<file path="config.mk">
export PLATFORM = sky130hd
export DESIGN_NAME = jpeg_bitstream_unstuffer
export DESIGN_NICKNAME = d
export VERILOG_FILES = /design/src/rtl/jpeg_bitstream_unstuffer.sv
export SDC_FILE = /design/constraint.sdc
export NUM_CORES = 1
export LEC_CHECK = 0
export CAP_MARGIN = 20
export CORE_MARGIN = 1.5
export CORE_UTILIZATION = 55
export CTS_BUF_LIST = sky130_fd_sc_hd__clkbuf_8
export DETAILED_ROUTE_END_ITERATION = 16
export GPL_ROUTABILITY_DRIVEN = 0
export GPL_TIMING_DRIVEN = 0
export PLACE_DENSITY = 0.83
export RECOVER_POWER = 50
export SLEW_MARGIN = 20
export SYNTH_ARGS = -nofsm -noshare
export SYNTH_HDL_FRONTEND = slang
export SYNTH_SLANG_ARGS = --single-unit
export TNS_END_PERCENT = 5
</file>
<file path="constraint.sdc">
create_clock -name clk -period 7.15 [get_ports clk]
set_input_delay 1.0725 -clock clk [delete_from_list [all_inputs] [get_ports clk]]
set_output_delay 1.0725 -clock clk [all_outputs]
set_load 0.005 [all_outputs]
</file>
<file path="src/rtl/jpeg_bitstream_unstuffer.sv">
// JPEG entropy-coded segment unstuffer: removes 0xFF00 stuffing, skips fill bytes,
// detects markers and exposes a left-aligned bit window. Optional JPEG_UNSTUFF_RST_EN handles RSTn.
module jpeg_bitstream_unstuffer #(
  parameter int BUF_W = 32
) (
  input  logic        clk,
  input  logic        rst_n,
  input  logic        in_valid,
  input  logic [7:0]  in_data,
  output logic        in_ready,
  output logic [15:0] bits_out,
  output logic [6:0]  bits_avail,
  input  logic        consume_en,
  input  logic [4:0]  consume_len,
  output logic        consume_err,
  output logic        marker_valid,
  output logic [7:0]  marker_code,
  input  logic        marker_ack,
  output logic        rst_pulse,
  output logic [2:0]  rst_idx
);

  typedef enum logic [1:0] {
    DATA        = 2'd0,
    FF_SEEN     = 2'd1,
    MARKER_HOLD = 2'd2
  } state_t;

  localparam logic [6:0] FILL_LIMIT = 7'(BUF_W - 8);

  state_t           state_reg, state_next;
  logic [BUF_W-1:0] buf_reg, buf_next;
  logic [6:0]       avail_reg, avail_next;
  logic             marker_valid_reg, marker_valid_next;
  logic [7:0]       marker_code_reg, marker_code_next;
  logic             consume_err_reg, consume_err_next;

  logic             accept;
  logic             consume_ok;
  logic [6:0]       kept_cnt;
  logic [BUF_W-1:0] kept_buf;
  logic             append_en;
  logic [7:0]       append_byte;
  logic [BUF_W-1:0] append_word;
  logic             clear_buf;

`ifdef JPEG_UNSTUFF_RST_EN
  logic             rst_pulse_reg, rst_pulse_next;
  logic [2:0]       rst_idx_reg, rst_idx_next;
`endif

  // Readiness depends only on registered state so the producer sees no comb path from its own valid.
  assign in_ready = (state_reg != MARKER_HOLD) && (avail_reg <= FILL_LIMIT);
  assign accept   = in_valid && in_ready;

  assign consume_ok = consume_en && (consume_len != 5'd0) && (consume_len <= 5'd16) &&
                      ({2'b00, consume_len} <= avail_reg);
  assign kept_cnt   = consume_ok ? (avail_reg - {2'b00, consume_len}) : avail_reg;
  assign kept_buf   = consume_ok ? (buf_reg << consume_len) : buf_reg;

  // New byte lands directly after the bits that survive this cycle's consume.
  assign append_word = {append_byte, {(BUF_W-8){1'b0}}} >> kept_cnt;

  always_comb begin
    state_next        = state_reg;
    marker_valid_next = marker_valid_reg;
    marker_code_next  = marker_code_reg;
    append_en         = 1'b0;
    append_byte       = in_data;
    clear_buf         = 1'b0;
`ifdef JPEG_UNSTUFF_RST_EN
    rst_pulse_next    = 1'b0;
    rst_idx_next      = rst_idx_reg;
`endif
    case (state_reg)
      DATA: begin
        if (accept) begin
          if (in_data == 8'hFF) state_next = FF_SEEN;
          else                  append_en  = 1'b1;
        end
      end
      FF_SEEN: begin
        if (accept) begin
          if (in_data == 8'h00) begin
            append_en   = 1'b1;
            append_byte = 8'hFF;
            state_next  = DATA;
          end else if (in_data == 8'hFF) begin
            state_next = FF_SEEN;
          end
`ifdef JPEG_UNSTUFF_RST_EN
          else if (in_data[7:3] == 5'b11010) begin
            clear_buf      = 1'b1;
            rst_pulse_next = 1'b1;
            rst_idx_next   = in_data[2:0];
            state_next     = DATA;
          end
`endif
          else begin
            marker_valid_next = 1'b1;
            marker_code_next  = in_data;
            state_next        = MARKER_HOLD;
          end
        end
      end
      MARKER_HOLD: begin
        if (marker_ack) begin
          marker_valid_next = 1'b0;
          clear_buf         = 1'b1;
          state_next        = DATA;
        end
      end
      default: state_next = DATA;
    endcase
  end

  always_comb begin
    buf_next         = kept_buf | (append_en ? append_word : '0);
    avail_next       = kept_cnt + (append_en ? 7'd8 : 7'd0);
    consume_err_next = consume_en && !consume_ok;
    if (clear_buf) begin
      buf_next   = '0;
      avail_next = 7'd0;
    end
  end

  always_ff @(posedge clk) begin
    if (!rst_n) begin
      state_reg        <= DATA;
      buf_reg          <= '0;
      avail_reg        <= 7'd0;
      marker_valid_reg <= 1'b0;
      marker_code_reg  <= 8'h00;
      consume_err_reg  <= 1'b0;
    end else begin
      state_reg        <= state_next;
      buf_reg          <= buf_next;
      avail_reg        <= avail_next;
      marker_valid_reg <= marker_valid_next;
      marker_code_reg  <= marker_code_next;
      consume_err_reg  <= consume_err_next;
    end
  end

`ifdef JPEG_UNSTUFF_RST_EN
  always_ff @(posedge clk) begin
    if (!rst_n) begin
      rst_pulse_reg <= 1'b0;
      rst_idx_reg   <= 3'd0;
    end else begin
      rst_pulse_reg <= rst_pulse_next;
      rst_idx_reg   <= rst_idx_next;
    end
  end
  assign rst_pulse = rst_pulse_reg;
  assign rst_idx   = rst_idx_reg;
`else
  assign rst_pulse = 1'b0;
  assign rst_idx   = 3'd0;
`endif

  genvar gi;
  generate
    for (gi = 0; gi < 16; gi++) begin : g_bits_out
      assign bits_out[gi] = buf_reg[BUF_W-16+gi];
    end
  endgenerate

  assign bits_avail   = avail_reg;
  assign consume_err  = consume_err_reg;
  assign marker_valid = marker_valid_reg;
  assign marker_code  = marker_code_reg;

endmodule
</file>
==> flow_summary.ini, run 1 <==
[logic_synthesis]
post_synth_inst_count = 621
synth.area.top_cells = sky130_fd_sc_hd__dfxtp_1, sky130_fd_sc_hd__mux4_2, sky130_fd_sc_hd__nand2_1
synth.lib_cells_used.distinct = 82
yosysWarningCount = 0
ys_ff_latch = 51
syn-mean-instance-area_um2 = 7.999
netlist.top_cell.by_area = sky130_fd_sc_hd__dfxtp_1
synth_top_area_share_pct = 20.55
seq_area_frac_synth_pct = 20.55
synthFlopType = sky130_fd_sc_hd__dfxtp_1
synth_enable_flop_cells = 0
total_standard_cell_area_after_synthesis_um2 = 4967
async_flop_share_pct = 0

[setup_path]
worst_setup_path_startpoint = consume_len[2]
setup.worst_path.class = in -> reg
register_to_register_path_depth = 12
endpoint_kind = flip-flop
worstPathMaxFanout = 10
worstPathRequired_ns = 7.33
worst-r2r-setup-slack_ns = 3.46
worst-endpoint-arrival_ns = 5.85
cp-start-kind = primary input
rr_startpoint = bits_avail[0]$_SDFF_PP0_
timing.rr.end = buf_reg[10]$_SDFF_PP0_

[clock_tree]
post_cts_sizing = 0
deepest_clock_path_buffer_count = 2
clk-insertion-delay-late_ns = 0.33
clkTransAtPathRegs_ns = 0.09
clock-root-buffer = sky130_fd_sc_hd__clkbuf_8
cts_buffers = 5
tritoncts = yes
cts_max_level = 2
postCtsHoldBufs = 0
clock_sink_count = 51
post_cts_setup_buffer_count = 0

[hold_path]
hold_path.class = reg -> reg
hold_start = marker_valid$_SDFFE_PN0P_
timing.hold.worst_path_depth = 1
hold-path-endpoint = marker_valid$_SDFFE_PN0P_

[floorplan]
horizontal_extent_of_the_die_um = 98.04
std_cell_rows = 34
coreArea_um2 = 8721
design.die.area_um2 = 9611
floorplan.initialDensity_pct = 56.96
dieHeight_um = 98.04
ios = 56

[cells_and_area]
final_design_area_no_fill_um2 = 5712
areaGrowthSynthToFinish_pct = 14.99
design.final.nets = 705
flip_flop_count_of_the_largest_register_after_layout = 32
final_common_cell = sky130_fd_sc_hd__nand2_1
num_antenna_cells = 0
most-common-layout-cells = sky130_fd_sc_hd__nand2_1, sky130_fd_sc_hd__nor2_1, sky130_fd_sc_hd__dfxtp_1, sky130_fd_sc_hd__a21oi_1
final_layout_size_suffix_gt1_share_pct = 13.97

[routing]
total_number_of_vias = 5550
detail_route.drc_violations = 0
detailedRoute.firstIterationViolations = 930
drt-vias-per-instance = 7.043
drt.antenna.violating_nets = 0
mean_routed_wirelength_per_cell_um = 21.92
detail_route.first_pass.iterations = 6
total_routed_wirelength_um = 17280

[global_routing]
pin_count_of_the_biggest_net_entering_global_routing = 16
globalRouteTotalUtil_pct = 35.39
global_route_wire_length_before_repair_um = 27140
number_of_global_route_vias_before_repair = 5248
initial_antenna_violation_count = 0
global_route.overflow_total = 0

[sta]
whs_ns = 0.4878
clock_skew_ns = 0.01684
grt_setup_unrepaired = false
setup_total_negative_slack_ns = 0
max_slew.worst_pin.slew_ns = 0.7472
maximum_achievable_frequency_mhz = 176.5
finalHoldViolations = 0
final-max-slew-violation-count = 0
layout_min_cycle_time_ns = 5.667
final.period_utilization_pct = 79.25
slew-limit-headroom_pct = 50.08
final-setup-viol-count = 0

[placed_design]
placement.io_buffers = 48
dpl.hpwl_um = 13260
placed_instance_area_um2 = 5594

[outcome]
outcome = complete, no violations

[job]
maxCapViolations = 0

[power_and_ir_drop]
power_per_cell_area_nw_per_um2 = 326.2
cellLeakagePower_nw = 2.142
vdd.ir_drop.worst_v = 0.0001508
-- how the worst max path moves through the flow --
stage / end / cells after the start
after floorplan: bits_avail[4]$_SDFF_PP0_ / 14
after global placement: buf_reg[20]$_SDFF_PP0_ / 13
after detailed placement: buf_reg[10]$_SDFF_PP0_ / 14
after CTS: buf_reg[10]$_SDFF_PP0_ / 14
after global routing: buf_reg[10]$_SDFF_PP0_ / 14
final: buf_reg[10]$_SDFF_PP0_ / 14
-- worst max-delay path, cell delays in order --
cell and delay (ns):
sky130_fd_sc_hd__clkdlybuf4s50_1 0.63, sky130_fd_sc_hd__inv_1 0.22, sky130_fd_sc_hd__clkbuf_1 0.49, sky130_fd_sc_hd__clkbuf_1 0.51, sky130_fd_sc_hd__ha_1 0.36, sky130_fd_sc_hd__o211ai_1 0.13
sky130_fd_sc_hd__o211ai_1 0.51, sky130_fd_sc_hd__nand2_1 0.31, sky130_fd_sc_hd__a21oi_2 0.36, sky130_fd_sc_hd__buf_2 0.30, sky130_fd_sc_hd__nand3_1 0.12, sky130_fd_sc_hd__o21a_1 0.20
sky130_fd_sc_hd__o22ai_1 0.43, sky130_fd_sc_hd__o21ai_0 0.21
-- cell families after synthesis --
group	Yosys count	share of synthesized area [%]
simple gates	242	23.63
compound gates	179	25.84
buf+inv	74	8.237
mux	61	18.61
flops	51	20.55
fa+ha+maj	8	2.166
xor+xnor	5	0.8818
other cells	1	0.07549
-- cell usage after synthesis (9+ instances only) --
cell type / instances
sky130_fd_sc_hd__nand2_1: 86
sky130_fd_sc_hd__nor2b_1: 15
sky130_fd_sc_hd__clkbuf_1: 25
sky130_fd_sc_hd__mux2i_1: 29
sky130_fd_sc_hd__mux4_2: 23
sky130_fd_sc_hd__dfxtp_1: 51
sky130_fd_sc_hd__a21oi_1: 41
sky130_fd_sc_hd__o21ai_0: 24
sky130_fd_sc_hd__o31ai_1: 9
sky130_fd_sc_hd__nand3_1: 20
sky130_fd_sc_hd__buf_4: 22
sky130_fd_sc_hd__inv_1: 11
sky130_fd_sc_hd__buf_2: 9
sky130_fd_sc_hd__nor3_1: 17
sky130_fd_sc_hd__a31oi_1: 12
sky130_fd_sc_hd__nor2_1: 55
sky130_fd_sc_hd__nand2b_1: 9
-- layer usage --
metal | vias up | part of all wire (%) | wire length, um | GRT usage [%]
met3 | 124 | 13 | 2292 | 7.802
met4 | 0 | 6.8 | 1175 | 20.11
met1 | 2493 | 36 | 6247 | 45.67
met5 | - | 0 | 0 | 0
li1 | 2432 | - | - | -
met2 | 501 | 44 | 7559 | 54.75
-- per-stage QoR --
step           setup WS (ns)  std cells  util (%)  total power [mW]
4_1_cts                1.723        788     65.50             1.810
3_5_place_dp           1.418        780     64.15             1.594
5_1_grt                1.343        788     65.50             1.941
2_1_floorplan          3.050        624         -             1.215
6_report               1.483        788     65.50             1.863
3_3_place_gp           1.551        780     64.15             1.566
-- area by class of cell --
cell class,instances,area [um^2]
buffer,63,367.9
clock buffer,6,82.58
clock inverter,2,35.03
fill,741,3009
inverter,11,41.29
multi-input combinational,499,3548
sequential,51,1021
tap,108,135.1
timing repair buffer,48,480.5
-- power breakdown --
| group | total (mW) | leakage (nW) | internal [mW] | switching, mW |
|---|---|---|---|---|
| Clock | 0.218 | 0.0612 | 0.113 | 0.104 |
| Combinational | 1.17 | 1.67 | 0.508 | 0.667 |
| Sequential | 0.471 | 0.414 | 0.352 | 0.118 |
| Total | 1.86 | 2.14 | 0.974 | 0.889 |
(Power assumes the default switching activity.)
==> run 2: changes to the inputs <==
- clock period: 7.15 -> 5.7 ns (I/O delays scaled with it)
==> results of run 2 <==
The final DEF is identical to that of run 1. Status: complete, no violations.
Among the figures that moved: setup slack after placement 1.418 ns -> 0.1854 ns; setup slack after layout 1.483 ns -> 0.2510 ns; register-to-register setup slack 3.46 ns -> 2.01 ns; total power 1.863 mW -> 2.337 mW; worst IR drop on VDD 0.0001508 V -> 0.0001891 V
